**src/rtl/arm_ctrl_pkg.sv**
```systemverilog
// Shared types for the multicycle ARM control unit: FSM state encoding and ALU operation codes.
package arm_ctrl_pkg;

  typedef enum logic [3:0] {
    S_FETCH  = 4'd0,
    S_DECODE = 4'd1,
    S_MEMADR = 4'd2,
    S_MEMRD  = 4'd3,
    S_MEMWB  = 4'd4,
    S_MEMWR  = 4'd5,
    S_EXECR  = 4'd6,
    S_EXECI  = 4'd7,
    S_ALUWB  = 4'd8,
    S_BRANCH = 4'd9
  } state_t;

  localparam logic [2:0] ALU_ADD = 3'd0;
  localparam logic [2:0] ALU_SUB = 3'd1;
  localparam logic [2:0] ALU_AND = 3'd2;
  localparam logic [2:0] ALU_ORR = 3'd3;
  localparam logic [2:0] ALU_EOR = 3'd4;

endpackage

```
**src/rtl/alu_decoder.sv**
```systemverilog
// Combinational ALU decode of Funct[4:1]/S; outputs forced to ADD/no-flags when inactive.
// supported is reported regardless of active so DECODE can flag illegal data-processing ops.
module alu_decoder
  import arm_ctrl_pkg::*;
#(
  parameter int ALU_CTRL_W = 3
) (
  input  logic [5:0]            funct,
  input  logic                  active,
  output logic [ALU_CTRL_W-1:0] alu_ctrl,
  output logic [1:0]            flagw,
  output logic                  nowrite,
  output logic                  supported
);

  logic [3:0] cmd;
  logic       s;
  logic [2:0] code;
  logic       nw;

  assign cmd = funct[4:1];
  assign s   = funct[0];

  always_comb begin
    code      = ALU_ADD;
    nw        = 1'b0;
    supported = 1'b1;
    case (cmd)
      4'b0100: code = ALU_ADD;
      4'b0010: code = ALU_SUB;
      4'b0000: code = ALU_AND;
      4'b1100: code = ALU_ORR;
      4'b0001: code = ALU_EOR;
      // CMP only makes sense when it sets flags
      4'b1010: begin
        code      = ALU_SUB;
        nw        = 1'b1;
        supported = s;
      end
      default: supported = 1'b0;
    endcase
  end

  assign alu_ctrl = active ? ALU_CTRL_W'(code) : '0;
  assign flagw    = active ? {s, s & ((code == ALU_ADD) || (code == ALU_SUB))} : 2'b00;
  assign nowrite  = active & nw;

endmodule

```
**src/rtl/multicycle_decoder.sv**
```systemverilog
// Multicycle ARM control FSM: per-state datapath strobes, waits on mem_ready for memory states.
// Counts retired instructions; reset aborts any access and masks all strobes combinationally.
module multicycle_decoder
  import arm_ctrl_pkg::*;
#(
  parameter int ALU_CTRL_W = 3,
  parameter int CNT_W      = 32
) (
  input  logic                  clk,
  input  logic                  reset,
  input  logic [1:0]            Op,
  input  logic [5:0]            Funct,
  input  logic [3:0]            Rd,
  input  logic                  mem_ready,
  output logic                  mem_req,
  output logic                  IRWrite,
  output logic                  NextPC,
  output logic                  AdrSrc,
  output logic                  ALUSrcA,
  output logic                  RegW,
  output logic                  MemW,
  output logic                  Branch,
  output logic                  PCS,
  output logic                  NoWrite,
  output logic [1:0]            ALUSrcB,
  output logic [1:0]            ResultSrc,
  output logic [1:0]            ImmSrc,
  output logic [1:0]            RegSrc,
  output logic [1:0]            FlagW,
  output logic [ALU_CTRL_W-1:0] ALUControl,
  output logic                  illegal,
  output logic [3:0]            state_o,
  output logic [CNT_W-1:0]      retired
);

  state_t state, state_nxt;
  logic   alu_active;
  logic   supported;
  logic   nowrite_q;
  logic   retire;

  alu_decoder #(.ALU_CTRL_W(ALU_CTRL_W)) u_alu_decoder (
    .funct    (Funct),
    .active   (alu_active),
    .alu_ctrl (ALUControl),
    .flagw    (FlagW),
    .nowrite  (NoWrite),
    .supported(supported)
  );

  always_ff @(posedge clk or negedge reset) begin
    if (!reset) state <= S_FETCH;
    else        state <= state_nxt;
  end

  // NoWrite is only live during EXEC, but ALUWB needs it to suppress the write-back
  always_ff @(posedge clk or negedge reset) begin
    if (!reset) begin
      retired   <= '0;
      nowrite_q <= 1'b0;
    end else begin
      if (retire) retired <= retired + CNT_W'(1);
      if (alu_active) nowrite_q <= NoWrite;
    end
  end

  always_comb begin
    state_nxt  = state;
    retire     = 1'b0;
    alu_active = 1'b0;
    mem_req    = 1'b0;
    IRWrite    = 1'b0;
    NextPC     = 1'b0;
    AdrSrc     = 1'b0;
    ALUSrcA    = 1'b0;
    RegW       = 1'b0;
    MemW       = 1'b0;
    Branch     = 1'b0;
    ALUSrcB    = 2'b00;
    ResultSrc  = 2'b00;
    illegal    = 1'b0;
    case (state)
      S_FETCH: begin
        mem_req   = 1'b1;
        ALUSrcA   = 1'b1;
        ALUSrcB   = 2'b10;
        ResultSrc = 2'b10;
        if (mem_ready) begin
          IRWrite   = 1'b1;
          NextPC    = 1'b1;
          state_nxt = S_DECODE;
        end
      end
      S_DECODE: begin
        ALUSrcA   = 1'b1;
        ALUSrcB   = 2'b10;
        ResultSrc = 2'b10;
        case (Op)
          2'b01: state_nxt = S_MEMADR;
          2'b10: state_nxt = S_BRANCH;
          2'b00: begin
            if (!supported) begin
              illegal   = 1'b1;
              state_nxt = S_FETCH;
            end else begin
              state_nxt = Funct[5] ? S_EXECI : S_EXECR;
            end
          end
          default: begin
            illegal   = 1'b1;
            state_nxt = S_FETCH;
          end
        endcase
      end
      S_MEMADR: begin
        ALUSrcB   = 2'b01;
        state_nxt = Funct[0] ? S_MEMRD : S_MEMWR;
      end
      S_MEMRD: begin
        mem_req = 1'b1;
        AdrSrc  = 1'b1;
        if (mem_ready) state_nxt = S_MEMWB;
      end
      S_MEMWB: begin
        ResultSrc = 2'b01;
        RegW      = 1'b1;
        state_nxt = S_FETCH;
        retire    = 1'b1;
      end
      S_MEMWR: begin
        mem_req = 1'b1;
        AdrSrc  = 1'b1;
        MemW    = 1'b1;
        if (mem_ready) begin
          state_nxt = S_FETCH;
          retire    = 1'b1;
        end
      end
      S_EXECR: begin
        alu_active = 1'b1;
        state_nxt  = S_ALUWB;
      end
      S_EXECI: begin
        alu_active = 1'b1;
        ALUSrcB    = 2'b01;
        state_nxt  = S_ALUWB;
      end
      S_ALUWB: begin
        RegW      = ~nowrite_q;
        state_nxt = S_FETCH;
        retire    = 1'b1;
      end
      S_BRANCH: begin
        ALUSrcB   = 2'b01;
        ResultSrc = 2'b10;
        Branch    = 1'b1;
        state_nxt = S_FETCH;
        retire    = 1'b1;
      end
      default: state_nxt = S_FETCH;
    endcase
    // Reset parks the FSM in FETCH, so the request and its strobes must be masked
    if (!reset) begin
      mem_req = 1'b0;
      IRWrite = 1'b0;
      NextPC  = 1'b0;
      RegW    = 1'b0;
      MemW    = 1'b0;
      Branch  = 1'b0;
      illegal = 1'b0;
    end
  end

  assign PCS = ((Rd == 4'hF) && RegW) || Branch;

  always_comb begin
    ImmSrc = 2'b00;
    RegSrc = 2'b00;
    case (Op)
      2'b01: begin ImmSrc = 2'b01; RegSrc = 2'b10; end
      2'b10: begin ImmSrc = 2'b10; RegSrc = 2'b01; end
      default: ;
    endcase
  end

  assign state_o = state;

endmodule
```
**config.mk**
```make
export PLATFORM = sky130hd
export DESIGN_NAME = multicycle_decoder
export DESIGN_NICKNAME = d
export VERILOG_FILES = /design/src/rtl/arm_ctrl_pkg.sv /design/src/rtl/alu_decoder.sv /design/src/rtl/multicycle_decoder.sv
export SDC_FILE = /design/constraint.sdc
export NUM_CORES = 1
export LEC_CHECK = 0
export BUFFER_PORTS_ARGS = -buffer_cell sky130_fd_sc_hd__buf_2
export CAP_MARGIN = 20
export CORE_AREA = 2 2 74 76
export CTS_CLUSTER_DIAMETER = 50
export CTS_CLUSTER_SIZE = 10
export DETAILED_ROUTE_END_ITERATION = 12
export DIE_AREA = 0 0 76 78
export PLACE_DENSITY = 0.67
export SLEW_MARGIN = 25
export SYNTH_ARGS = -nofsm -noshare
export SYNTH_HDL_FRONTEND = slang
export SYNTH_HIERARCHICAL = 1
export SYNTH_SLANG_ARGS = --single-unit
```
**constraint.sdc**
```tcl
create_clock -name clk -period 2.6 [get_ports clk]
set_input_delay 0.13 -clock clk [delete_from_list [all_inputs] [get_ports clk]]
set_output_delay 0.13 -clock clk [all_outputs]
set_load 0.01 [all_outputs]
```
* Word-level counts from Yosys, hierarchy flattened
Cells that the tools add are included.
** Operators by class
- Add/subtract/negate cells :: 1
- Eq/ne operators :: 21
- Multiplexer cells :: 36
- Bitwise logic cells :: 3
- Reduce and logical (&&, ||, !) cells :: 18
** Operators by type and width (count)
- adder 32 x 1 -> 32 bit (second input constant) :: 1
- case mux 4 bit (6 select lines) :: 1
- == test 4 x 3 -> 1 bit (second input constant) :: 5
- == test 4 bit (second input constant) :: 5
- two-way mux 1 bit :: 18
- case mux 2 bit (2 select lines) :: 4
- == test 4 x 2 -> 1 bit (second input constant) :: 3
- two-way mux 4 bit :: 3
- case mux 3 bit (4 select lines) :: 1
- case mux 4 bit (3 select lines) :: 1
- OR reduction 3 bit :: 4
- OR reduction 2 bit :: 5
- two-way mux 3 bit :: 3
- == test 4 x 1 -> 1 bit (second input constant) :: 2
- zero test 4 bit :: 2
- case mux 1 bit (2 select lines) :: 4
- != test 2 bit (second input constant) :: 3
- OR reduction 5 bit :: 1
- == test 3 x 1 -> 1 bit (second input constant) :: 1
- zero test 3 bit :: 1
- AND reduction 3 bit :: 1
- bitwise AND 1 bit :: 2
- == test 2 x 1 -> 1 bit (second input constant) :: 1
- == test 2 bit (second input constant) :: 1
- 5 further kinds :: 6
** Word-level totals
- Bits in registers :: 37
- Output and inout port bits :: 60

* Longest topological paths before layout
- Word-level depth :: 7
- Depth in mapped cells :: 7
- Depth with buffers taken out :: 6

* By module
The synthesis kept the hierarchy.
** Modules (own cells, without submodules)
- multicycle_decoder :: instances 1, cells an instance 203, area an instance 2079.5 µm², sequential area each 925.9 µm²
- alu_decoder :: instances 1, cells an instance 19, area an instance 133.9 µm², sequential area each 0.0 µm²

* Least setup slack after synthesis
No wires, ideal clock.
- Path kind :: reg2reg
- Start point :: register state[1] (netlist: state_o[1])
- End point :: register nowrite_q
- Setup time :: 66 ps
- Arrival :: 1931 ps
- Data required time :: 2534 ps
- Slack :: 603 ps
- Stages on the path, launching flop included :: 7
- Buffers on the path :: 1
- Clock period less this slack :: 1997 ps
- Cells stage by stage :: dfrtp_1 -> clkbuf_1 -> inv_1 -> nor3b_1 -> nand2b_1 -> nor3_1 -> mux2_2
** Between the ends
- Cells in the longest elaborated chain, start to end :: 4
** Ends and longest elaborated chain
- from (decl) :: line multicycle_decoder.sv:36 : state_t state, state_nxt;
- from (signal assigned) :: line multicycle_decoder.sv:53 : else state <= state_nxt;
- == test 4 x 3 -> 1 bit :: line multicycle_decoder.sv:82 : case (state)
- OR reduction 2 bit (no line) (*)
- two-way mux 1 bit (*) :: line multicycle_decoder.sv:82
- via alu_active :: line multicycle_decoder.sv:37 : logic alu_active;
- bitwise AND 1 bit (*) :: line alu_decoder.sv:46 : assign nowrite = active & nw;
- via NoWrite :: line multicycle_decoder.sv:24 : output logic NoWrite,
- to (signal assigned) :: line multicycle_decoder.sv:63 : if (alu_active) nowrite_q <= NoWrite;
- to (decl) :: line multicycle_decoder.sv:39 : logic nowrite_q;
Mark *: on every way through the listed nets, which the timed path passes. The rest lies on a longest branch.
A chain may end at the register's enable or synchronous reset.

* Worst setup path in the final report
- Start point :: register state[2] (netlist: state_o[2])
- End point :: output NoWrite
** Between the ends
- Cells in the longest elaborated chain, start to end :: 4
** Ends and longest elaborated chain (line)
- == test 4 x 3 -> 1 bit :: multicycle_decoder.sv:82
- OR reduction 2 bit (no line) (*)
- two-way mux 1 bit (*) :: multicycle_decoder.sv:82
- via alu_active :: multicycle_decoder.sv:37
- bitwise AND 1 bit (*) :: alu_decoder.sv:46
- to (decl) :: multicycle_decoder.sv:24
Marked as above.

==> flow_summary_export.csv <==
group,metric,value,unit
run_status,status,"finished, final reports clean",
route,drt_first_pass_iters,4,
setup_path,crit_chain,"nor3b_1, nand2b_1, nor3_1, buf_2",
setup_path,start_kind,"flip-flop",
power_and_ir_drop,powerDensity,707,nW/um^2
clock_network,root_buffer,"clkbuf_8",
clock_network,cts.repair.resized,0,
route,wl_per_cell,13.4,um
cells_and_area,insertedDiodeCount,0,
timing,finalHoldViolations,0,
cells_and_area,layout_commonest_cell,"buf_2",
floorplan,initial_core_util,43.9,%
synthesis,synth_area,2210,um^2
timing,max_freq,442,MHz
timing,skew,6.82,ps
placed_design,port_buffers,74,
setup_path,reg2reg_slack,520,ps
route,remaining_drc_errors,0,
cells_and_area,instances_no_fill,366,
cells_and_area,post-route-util,53.7,%
power_and_ir_drop,ir_drop,0.356,mV
grt,gr-total-overflow,0,
floorplan,dieArea,5930,um^2
route,vias_per_cell,5.15,
floorplan,die_w,76,um
clock_network,post_cts_buffers,0,
clock_network,cts_buffers,5,
synthesis,synth-async-reset-ratio,100,%
setup_path,crit_family,"simple AND/OR/NAND/NOR gates",
synthesis,synth-edff-count,0,
synthesis,synth_area_per_cell,9.97,um^2
synthesis,yosysSeqAreaShare,41.8,%
setup_path,slowest_stage,"dfrtp_1",
power_and_ir_drop,p_leak,1.31,nW
placed_design,dp_slack,524,ps
floorplan,pin_count,75,
route,antenna_left,0,
cells_and_area,drive_above_1_share,32.1,%
clock_network,cts_tree,"built",
placed_design,numPlacedInstances,357,
timing,slew_violations,0,
route,first_iter_violations,55,
synthesis,synthCells,222,
clock_network,ctsHtreeMaxLevel,2,
setup_path,cp.depth,4,
synthesis,synthDistinctLibCells,44,
worst_hold_path,holdCritPathClass,"input port to flip-flop",
job,maxCapViolations,0,
timing,worst_pin_slew,601,ps
placed_design,dpl.hpwl,3650,um
setup_path,cpPeakStageDelay,730,ps
synthesis,ys_ff_latch,37,
setup_path,required,2470,ps
floorplan,die_h,78,um
grt,grt_max_degree,29,
setup_path,crit_fanout,19,
floorplan,core_area,5040,um^2
grt,track_usage,17.4,%
placed_design,place_area,2600,um^2
setup_path,endpoint_kind,"primary output",
setup_path,critPathKind,"flip-flop to primary output",
clock_network,clock_latency,290,ps
timing,min_period,2260,ps
synthesis,ys.flop_type,"dfrtp_1",
timing,setup_ws,339,ps
cells_and_area,synthToLayoutAreaGrowth,22.4,%
clock_network,path_clk_slew,70,ps
setup_path,r2r.worst_path.cells,5,
timing,relSlewSlack,59.9,%
cells_and_area,final_cell_mix,"buf_2 (74), dfrtp_1 (37), xnor2_1 (21)",
grt,grt_pass1_vias,1797,
timing,finalSetupViolations,0,
cells_and_area,design_area,2710,um^2
route,routed_wl,4910,um
synthesis,yosys_warnings,6,
timing,whs,234,ps
synthesis,synth_nets,243,
grt,grt_pass1_wl,8290,um
floorplan,row_count,26,
grt,antenna_found_initial,0,
setup_path,arrival,2130,ps
clock_network,cts.sinks,37,
route,vias,1885,
timing,period_share,87.0,%
setup_path,worst-path-buf-inv,1,
clock_network,cts_buffer_depth,2,
worst_hold_path,min_delay_path_depth,3,
placed_design,gp_congestion,0.825,
cells_and_area,finalNetCount,316,
timing,setup_tns,0,ps
power_and_ir_drop,finalPower,1.92,mW
timing,rsz0062_at_grt,"false",
-- logic make-up after synthesis --
logic type,Yosys count,synth area share [%]
AND/OR/NAND/NOR,101,27.4
multiplexers,4,1.98
flip-flops,37,41.8
XOR/XNOR,35,13.8
adder cells (fa/ha/maj),6,3.39
buffers and inverters,17,4.75
AO/OA/AOI/OAI,22,6.84
-- what timing repair did --
item	CTS	global route
hold buffers	1	0
setup endpoints to repair	0	0
endpoints found under the hold margin	9	0
-- final timing paths --
path | start | endpoint
min in group asynchronous | reset | state_o[0]
worst min register to register | retired[6] | retired[6]
worst min-delay path | mem_ready | state_o[2]
worst max register to register | state_o[2] | retired[31]
worst max-delay path | state_o[2] | NoWrite
max in group asynchronous | reset | retired[9]
-- tightest hold or removal path: stages --
cell     delay (ps)
buf_2           150
o21ai_0         160
nor3_1           40
-- report_power, final --
group / internal [mW] / total [mW] / switching (mW)
Sequential: 0.648 / 0.793 / 0.145
Combinational: 0.303 / 0.702 / 0.399
Clock: 0.215 / 0.420 / 0.206
-- cell type report --
type,instances,area (um^2)
Tap cell,70,87.6
Timing Repair Buffer,77,395
Clock inverter,2,13.8
Inverter,6,22.5
Fill cell,468,2330
Clock buffer,6,82.6
Sequential cell,37,926
Multi-Input combinational cell,168,1180
-- flip-flops by register name, indices dropped and copies added (netlist names) --
signal and count:
nowrite_q 1, retired 32, state_o 4
-- cell usage after synthesis, types with 6 or more instances --
library cell | count | area (um^2)
nor3_1 | 12 | 60.1
nand3_1 | 18 | 90.1
nor2_1 | 14 | 52.6
nand4_1 | 8 | 50.1
inv_1 | 6 | 22.5
and3_1 | 7 | 43.8
a21oi_1 | 6 | 30.0
ha_1 | 6 | 75.1
dfrtp_1 | 37 | 926
xor2_1 | 14 | 123
xnor2_1 | 21 | 184
nand2_1 | 15 | 56.3
-- per-layer routing --
metal  up-vias  track usage, %  part of all wire (%)
met5         -               0                     0
li1        936               -                     -
met1       882            22.0                    45
met3         6            3.84                   5.9
met4         0            6.55                   1.1
met2        61            29.3                    48
No activity file was read; power rests on OpenSTA's default activity.
